===== src/rtl/flags_register_pkg.sv =====
// Shared definitions for the FLAGS register slice: bit positions, flag-update
// opcodes, the ALU operation enum and small helpers for reserved-bit handling.
package flags_register_pkg;

  localparam int CF_IDX = 0;
  localparam int PF_IDX = 2;
  localparam int AF_IDX = 4;
  localparam int ZF_IDX = 6;
  localparam int SF_IDX = 7;
  localparam int TF_IDX = 8;
  localparam int IF_IDX = 9;
  localparam int DF_IDX = 10;
  localparam int OF_IDX = 11;

  localparam logic [15:0] FLAGS_RESET      = 16'hF002;
  localparam logic [15:0] FLAGS_WRITABLE   = 16'h0FD5;
  localparam logic [15:0] FLAGS_FIXED_ONES = 16'hF002;
  // SAHF touches only SF, ZF, AF, PF and CF.
  localparam logic [15:0] LOW_LOAD_MASK    = 16'h00D5;

  typedef enum logic [3:0] {
    FOP_NONE      = 4'd0,
    FOP_CLC       = 4'd1,
    FOP_STC       = 4'd2,
    FOP_CMC       = 4'd3,
    FOP_CLD       = 4'd4,
    FOP_STD       = 4'd5,
    FOP_CLI       = 4'd6,
    FOP_STI       = 4'd7,
    FOP_LOAD_FULL = 4'd8,
    FOP_LOAD_LOW  = 4'd9,
    FOP_INT_ENTRY = 4'd10
  } flag_op_e;

  typedef enum logic [3:0] {
    ALU_ADD = 4'd0,
    ALU_ADC = 4'd1,
    ALU_SUB = 4'd2,
    ALU_SBB = 4'd3,
    ALU_AND = 4'd4,
    ALU_OR  = 4'd5,
    ALU_XOR = 4'd6,
    ALU_CMP = 4'd7,
    ALU_INC = 4'd8,
    ALU_DEC = 4'd9,
    ALU_NEG = 4'd10,
    ALU_SHL = 4'd11,
    ALU_SHR = 4'd12,
    ALU_SAR = 4'd13
  } alu_op_e;

  // Expand the {OF,SF,ZF,AF,PF,CF} commit mask onto FLAGS bit positions.
  function automatic logic [15:0] mask_to_flags(input logic [5:0] mask);
    logic [15:0] res;
    res         = 16'h0000;
    res[CF_IDX] = mask[0];
    res[PF_IDX] = mask[1];
    res[AF_IDX] = mask[2];
    res[ZF_IDX] = mask[3];
    res[SF_IDX] = mask[4];
    res[OF_IDX] = mask[5];
    return res;
  endfunction

  function automatic logic [15:0] fix_reserved(input logic [15:0] value);
    return (value & FLAGS_WRITABLE) | FLAGS_FIXED_ONES;
  endfunction

endpackage


===== src/rtl/flags_register_jcc_cond_eval.sv =====
// Jcc condition decoder: evaluates the 16 x86 condition codes against FLAGS.
module jcc_cond_eval
  import flags_register_pkg::*;
(
  input  logic [15:0] flags,
  input  logic [3:0]  cond_sel,
  output logic        cond_true
);

  logic base_s;

  // Even codes test the base condition; odd codes are its complement.
  always_comb begin
    base_s = 1'b0;
    case (cond_sel[3:1])
      3'd0:    base_s = flags[OF_IDX];
      3'd1:    base_s = flags[CF_IDX];
      3'd2:    base_s = flags[ZF_IDX];
      3'd3:    base_s = flags[CF_IDX] | flags[ZF_IDX];
      3'd4:    base_s = flags[SF_IDX];
      3'd5:    base_s = flags[PF_IDX];
      3'd6:    base_s = flags[SF_IDX] ^ flags[OF_IDX];
      3'd7:    base_s = (flags[SF_IDX] ^ flags[OF_IDX]) | flags[ZF_IDX];
      default: base_s = 1'b0;
    endcase
    cond_true = base_s ^ cond_sel[0];
  end

endmodule


===== src/rtl/flags_register.sv =====
// Architectural FLAGS register with ALU commit, explicit flag ops, STI
// interrupt shadow and Jcc condition evaluation.
module flags_register
  import flags_register_pkg::*;
(
  input  logic        clk,
  input  logic        reset_n,
  input  logic [15:0] alu_flags,
  input  logic        alu_update,
  input  logic [5:0]  upd_mask,
  input  logic [3:0]  flag_op,
  input  logic [15:0] load_data,
  input  logic        instr_done,
  output logic [15:0] flags,
  input  logic [3:0]  cond_sel,
  output logic        cond_true,
  output logic        int_enable
);

  logic [15:0] flags_r;
  logic [15:0] alu_merged_s;
  logic [15:0] op_applied_s;
  logic [15:0] flags_next_s;
  logic [15:0] alu_mask_s;
  logic [1:0]  shadow_r;
  logic [1:0]  shadow_next_s;
  logic        int_enable_r;
  flag_op_e    op_s;

  assign op_s       = flag_op_e'(flag_op);
  assign alu_mask_s = mask_to_flags(upd_mask);

  // Next FLAGS: ALU commit first, then flag_op layered on top so it wins.
  always_comb begin
    alu_merged_s = flags_r;
    if (alu_update) begin
      alu_merged_s = (flags_r & ~alu_mask_s) | (alu_flags & alu_mask_s);
    end else begin
      alu_merged_s = flags_r;
    end

    op_applied_s = alu_merged_s;
    case (op_s)
      FOP_CLC:       op_applied_s[CF_IDX] = 1'b0;
      FOP_STC:       op_applied_s[CF_IDX] = 1'b1;
      FOP_CMC:       op_applied_s[CF_IDX] = ~flags_r[CF_IDX];
      FOP_CLD:       op_applied_s[DF_IDX] = 1'b0;
      FOP_STD:       op_applied_s[DF_IDX] = 1'b1;
      FOP_CLI:       op_applied_s[IF_IDX] = 1'b0;
      FOP_STI:       op_applied_s[IF_IDX] = 1'b1;
      FOP_LOAD_FULL: op_applied_s = load_data;
      FOP_LOAD_LOW:  op_applied_s = (alu_merged_s & ~LOW_LOAD_MASK) | (load_data & LOW_LOAD_MASK);
      FOP_INT_ENTRY: begin
        op_applied_s[IF_IDX] = 1'b0;
        op_applied_s[TF_IDX] = 1'b0;
      end
      default:       op_applied_s = alu_merged_s;
    endcase

    flags_next_s = fix_reserved(op_applied_s);
  end

  // STI shadow: interrupts stay masked until the instruction after STI retires.
  always_comb begin
    shadow_next_s = shadow_r;
    if (op_s == FOP_STI) begin
      shadow_next_s = instr_done ? 2'd1 : 2'd2;
    end else if ((op_s == FOP_CLI) || (op_s == FOP_INT_ENTRY) || (op_s == FOP_LOAD_FULL)) begin
      shadow_next_s = 2'd0;
    end else if (instr_done && (shadow_r != 2'd0)) begin
      shadow_next_s = shadow_r - 2'd1;
    end else begin
      shadow_next_s = shadow_r;
    end
  end

  // State registers; int_enable is precomputed from next state so it aligns with flags.
  always_ff @(posedge clk) begin
    if (!reset_n) begin
      flags_r      <= FLAGS_RESET;
      shadow_r     <= 2'd0;
      int_enable_r <= 1'b0;
    end else begin
      flags_r      <= flags_next_s;
      shadow_r     <= shadow_next_s;
      int_enable_r <= flags_next_s[IF_IDX] & (shadow_next_s == 2'd0);
    end
  end

  assign flags      = flags_r;
  assign int_enable = int_enable_r;

  jcc_cond_eval u_cond (
    .flags     (flags_r),
    .cond_sel  (cond_sel),
    .cond_true (cond_true)
  );

endmodule


===== config.mk =====
export PLATFORM = sky130hd
export DESIGN_NAME = flags_register
export DESIGN_NICKNAME = d
export VERILOG_FILES = /design/src/rtl/flags_register_pkg.sv /design/src/rtl/flags_register_jcc_cond_eval.sv /design/src/rtl/flags_register.sv
export SDC_FILE = /design/constraint.sdc
export NUM_CORES = 1
export LEC_CHECK = 0
export CELL_PAD_IN_SITES_DETAIL_PLACEMENT = 0
export CELL_PAD_IN_SITES_GLOBAL_PLACEMENT = 2
export CORE_MARGIN = 2
export CORE_UTILIZATION = 28
export CTS_BUF_LIST = sky130_fd_sc_hd__clkbuf_4
export CTS_CLUSTER_DIAMETER = 30
export DETAILED_ROUTE_END_ITERATION = 8
export DONT_BUFFER_PORTS = 1
export PLACE_DENSITY = 0.75
export SYNTH_ARGS = -nofsm -noshare
export SYNTH_HDL_FRONTEND = slang
export SYNTH_SLANG_ARGS = --single-unit

===== constraint.sdc =====
create_clock -name clk -period 1.37 [get_ports clk]
set_input_delay 0.411 -clock clk [delete_from_list [all_inputs] [get_ports clk]]
set_output_delay 0.411 -clock clk [all_outputs]
set_load 0.005 [all_outputs]

======== After elaboration in Yosys (flattened, before gate mapping) ========
Cells that the tools add are included.
word-level totals
  register bits after elaboration ......... 16
  bits in latches ......................... 0
  memory bits (writable) .................. 0
  memory bits (read-only) ................. 0
  bits of input ports ..................... 50
  output and inout port bits .............. 18
  memories kept ........................... 0
operators by class
  add/sub/neg operators ................... 1
  multipliers ............................. 0
  div/mod/pow operators ................... 0
  order comparisons ....................... 0
  eq/ne operators ......................... 17
  shift-type cells ........................ 0
  multiplexer cells ....................... 12
  bitwise operators ....................... 11
  reduce and logical (&&, ||, !) cells .... 9
operators by type and width
  operator                                                                number
  12-bit AND                                                              2
  4-bit by 3-bit equality test with 1-bit output (second input constant)  4
  7-bit case mux with 2 select lines                                      1
  3-bit equality test (second input constant)                             4
  4-bit equality test (second input constant)                             3
  12-bit 2-to-1 mux                                                       1
  12-bit inverter                                                         1
  12-bit OR                                                               1
  12-bit by 8-bit OR with 12-bit output                                   1
  4-bit by 2-bit equality test with 1-bit output (second input constant)  2
  2-bit 2-to-1 mux                                                        4
  1-bit case mux with 4 select lines                                      2
  1-bit case mux with 8 select lines                                      1
  3-bit by 2-bit equality test with 1-bit output (second input constant)  2
  6-bit nonzero test                                                      1
  1-bit case mux with 5 select lines                                      1
  4-bit by 1-bit equality test with 1-bit output (second input constant)  1
  3-bit by 1-bit equality test with 1-bit output (second input constant)  1
  3-bit logical NOT                                                       1
  1-bit case mux with 3 select lines                                      1
  3-bit nonzero test                                                      1
  2-bit logical NOT                                                       1
  1-bit logical OR                                                        2
  1-bit OR                                                                2
  8 further kinds                                                         9

======== Longest topological paths before layout ========
  depth in word-level cells ............... 7
  depth in mapped cells ................... 6
  depth with buffers taken out ............ 6

======== Modules after synthesis ========
From an unflattened synthesis, not the netlist that was laid out.
unflattened totals
  cells, all modules ...................... 110
  area, all modules ....................... 865.8 µm²
modules (own cells, without submodules)
  module          times used  cells an instance  area each (µm²)  sequential area each (µm²)
  flags_register  1           98                 787.0            240.2
  jcc_cond_eval   1           12                 78.8             0.0

======== Worst setup path before layout ========
OpenSTA, ideal clock, no wires.
  path type ............................... in2out
  from .................................... in cond_sel[3]
  to ...................................... out cond_true
  arrival time ............................ 968 ps
  required time ........................... 959 ps
  setup slack ............................. -9 ps
  cell stages on the path ................. 4
  path through ............................ and3b_1 > o21ai_0 > nand4_1 > xor2_1
between the ends
  cells in the longest elaborated chain, start to end .. 3
ends and longest elaborated chain
  item                                               line                                source
  from (decl)                                        flags_register.sv:15                input logic [3:0] cond_sel,
  3-bit equality test, or another cell as far along  flags_register_jcc_cond_eval.sv:15  case (cond_sel[3:1])
  1-bit case mux with 8 select lines *               flags_register_jcc_cond_eval.sv:15
  1-bit bitwise XOR *                                flags_register_jcc_cond_eval.sv:26  cond_true = base_s ^ cond_sel[0];
  to (decl)                                          flags_register.sv:16                output logic cond_true,
Mark *: on every way between the ends. The rest lies on a longest branch, timed or not.

==> out/qor.log <==
INFO  status         run_status=finished with violations
INFO  status         violations=setup timing
INFO  hold_path      hold_class=input pin to register
INFO  synth          synth_most_common_cell=nand2_1
INFO  sta            layout_min_cycle_time=1.591ns
INFO  floorplan      floorplan.io_pins=68
INFO  sta            final-hold-violation-count=0
INFO  detailed_routing wire_per_inst=13.62µm
INFO  detailed_routing route.vias.total=799
INFO  synth          ys_seq_elements=12
INFO  detailed_routing postRouteAntennaNets=0
INFO  worst_setup_path path_max_fanout=2
INFO  sta            fin_crit_sh=116.2%
INFO  global_route   gr-total-overflow=0
INFO  synth          synth_flop_cell=dfxtp_1
INFO  clocking       numCtsBuffers=3
INFO  worst_setup_path ff_to_ff_path_depth=6
INFO  clocking       cts.sinks=12
INFO  place          dp_worst_setup_slack=-0.05889ns
INFO  finish         fillerInstances=332
INFO  synth          synth_cell_types=41
INFO  floorplan      fp.coreArea=3028µm²
INFO  worst_setup_path cp_data_arrival_time=1.18ns
INFO  clocking       clk_pin_slew=0.08ns
INFO  synth          synth.top_cell.area_share=27.00%
INFO  sta            rsz0062_at_grt=true
INFO  synth          syn-mean-instance-area=7.873µm²
INFO  global_route   first_global_vias=754
INFO  synth          synth.cells.most_frequent=nand2_1, dfxtp_1, buf_4
INFO  worst_setup_path slowest_delay=0.33ns
INFO  clocking       clock_tree.buffer_depth=2
INFO  synth          syn_area=889.6µm²
INFO  place          port-buffer-count=0
INFO  worst_setup_path crit_chain=and3b_1, o21ai_1, nand4_1, xor2_1
INFO  sta            fin_worst_skew=0.0002467ns
INFO  clocking       h-tree-depth=1
INFO  clocking       cts_tree=yes
INFO  worst_setup_path timing.critical_path.slowest_stage_cell=dfxtp_1
INFO  global_route   grt_use_total=12.19%
INFO  synth          synthesized_instance_count=113
INFO  sta            report.final.setup_viol=1
INFO  sta            final_critical_path_setup_slack=-0.2215ns
INFO  worst_setup_path setup.worst_path.end=cond_true
INFO  detailed_routing post-route-drc-count=0
INFO  synth          async_reset_ff_share=0%
INFO  synth          synth_enable_flop_cells=0
INFO  floorplan      full_die_area=3644µm²
INFO  worst_setup_path r2r_slack=0.12ns
INFO  detailed_routing drt_pass1_iterations=6
INFO  synth          synth_sequential_area_ratio=27.00%
INFO  flow_run       drv.max_cap_violation_count=0
INFO  worst_setup_path startpoint_type_of_the_worst_setup_path=register
INFO  detailed_routing detail_route.iter0.violations=20
INFO  worst_setup_path worst-path-stages=4
INFO  finish         nets=164
INFO  worst_setup_path rr_endpoint=shadow_r[1]
INFO  finish         drive_gt1_share=11.61%
INFO  clocking       cts.root.buffer_cell=clkbuf_4
INFO  detailed_routing via_per_instance_ratio=5.122
INFO  floorplan      rows=20
INFO  synth          synth_area_leader_cell=dfxtp_1
INFO  floorplan      floorplan.die.width=60.37µm
INFO  sta            achievable-frequency=628.4MHz
INFO  worst_setup_path crit_path_buffers_inverters=0
INFO  place          gpl.final_weighted_congestion=0.7562
INFO  global_route   grt_pass1_wl=3.367mm
INFO  pwr            p_total=0.0007632W
INFO  place          dpl.hpwl=1.662mm
INFO  finish         relative_area_change_from_synthesis_to_final_layout=3.938%
INFO  sta            fin_tns_setup=-0.2215ns
INFO  floorplan      floorplan.initialDensity=29.38%
INFO  clocking       insertion_delay=0.27ns
INFO  worst_setup_path worst-endpoint-required=0.96ns
INFO  sta            maxSlewViolCount=0
INFO  finish         antenna_cells_inserted=0
INFO  global_route   grt_antenna_before_repair=0
INFO  worst_setup_path critical-path-top-delay-family=flip-flops
INFO  worst_setup_path r2r_start=shadow_r[0]
INFO  pwr            power.density=825.4nW/µm²
INFO  pwr            max-vdd-ir-drop=0.3809mV
INFO  detailed_routing routed_wirelength=2.125mm
INFO  synth          synthesis.yosys.warnings=0
INFO  floorplan      die_span_y=60.37µm
INFO  pwr            total_leakage_power=0.3508nW
INFO  worst_setup_path worst_setup_path_end_kind=primary output
INFO  global_route   grt_start_max_net_pins=14
INFO  synth          synth.top_cells.by_area=dfxtp_1, buf_4, nand2_1
INFO  worst_setup_path worst-setup-path-type=register to primary output
==> cells by family (layout without fill, tap and decap cells) <==
group                      after synthesis  after routing  share of synthesized area, %
and+or+nand+nor                         49             49                         30.66
AOI/OAI and AO/OA                       27             27                         21.94
buffers and inverters                   17             11                         12.66
DFF                                     12             12                         27.00
muxes                                    4              4                         4.501
other                                    2              7                        0.8442
adders and majority gates                1              1                         1.406
xor gates and xnor gates                 1              1                        0.9847
==> what timing repair did <==
action                     in CTS  in global routing
resized for setup               2                  2
setup endpoints to repair       3                  3
setup buffers                   0                  0
pin swaps                       4                  1
hold buffers                    0                  0
==> through the flow <==
step	cell area [µm²]	hold WS, ns	utilization, %	instances
floorplan	908.4	0.4658	-	118
global placement	888.4	0.4825	29.34	152
detailed placement	888.4	0.5013	29.34	152
CTS	918.4	0.2391	30.33	156
global route	924.6	0.2235	30.54	156
finish	924.6	0.2407	30.54	156
==> cell usage in the layout, fill, tap and decap left out, types with 2 or more instances in the layout <==
cell,n
dfxtp_2,2
nor2_1,7
dfxtp_1,10
a211oi_1,2
a31oi_1,2
o21ai_1,3
mux2i_1,4
clkbuf_4,3
and3b_1,2
a311oi_1,2
conb_1,7
o21ai_0,3
nand3_1,5
buf_4,3
nand2b_1,6
inv_1,4
a21oi_1,5
nor3_1,2
nand3b_1,4
nand2_1,13
==> power breakdown <==
part	switching (W)	total, W	internal [W]	leakage, nW
Clock	0.000126	0.000231	0.000105	0.0154
Combinational	0.0000670	0.000141	0.0000737	0.236
Sequential	0.0000180	0.000391	0.000373	0.0992
Total	0.000211	0.000763	0.000552	0.351
==> final cells by class <==
cell class / instances / area [µm²] / area share [%]
repair buffers: 3 / 22.52 / 2.436
inverters: 4 / 15.01 / 1.624
clock buffers: 3 / 22.52 / 2.436
flip-flops and latches: 12 / 242.7 / 26.25
well taps: 44 / 55.05 / 5.954
clock inverters: 1 / 3.754 / 0.4060
multi-input cells: 89 / 563.0 / 60.89
==> worst min path at each step <==
stage	start	to	cells past startpoint
final	reset_n	shadow_r[0]	2
after global routing	reset_n	shadow_r[0]	2
after CTS	reset_n	shadow_r[0]	2
after detailed placement	register	register	2
after global placement	flags[8]	flags[8]	2
after floorplan	flags[8]	flags[8]	2
==> layer usage <==
| layer | global-route usage, % | wire length, µm | share of wire, % |
|---|---|---|---|
| met1 | 14.08 | 882 | 42 |
| met3 | 5.330 | 231 | 11 |
| met5 | 0 | 0 | 0 |
| met2 | 19.25 | 987 | 46 |
| met4 | 6.032 | 24 | 1.1 |
No activity file was read; power rests on OpenSTA's default activity.
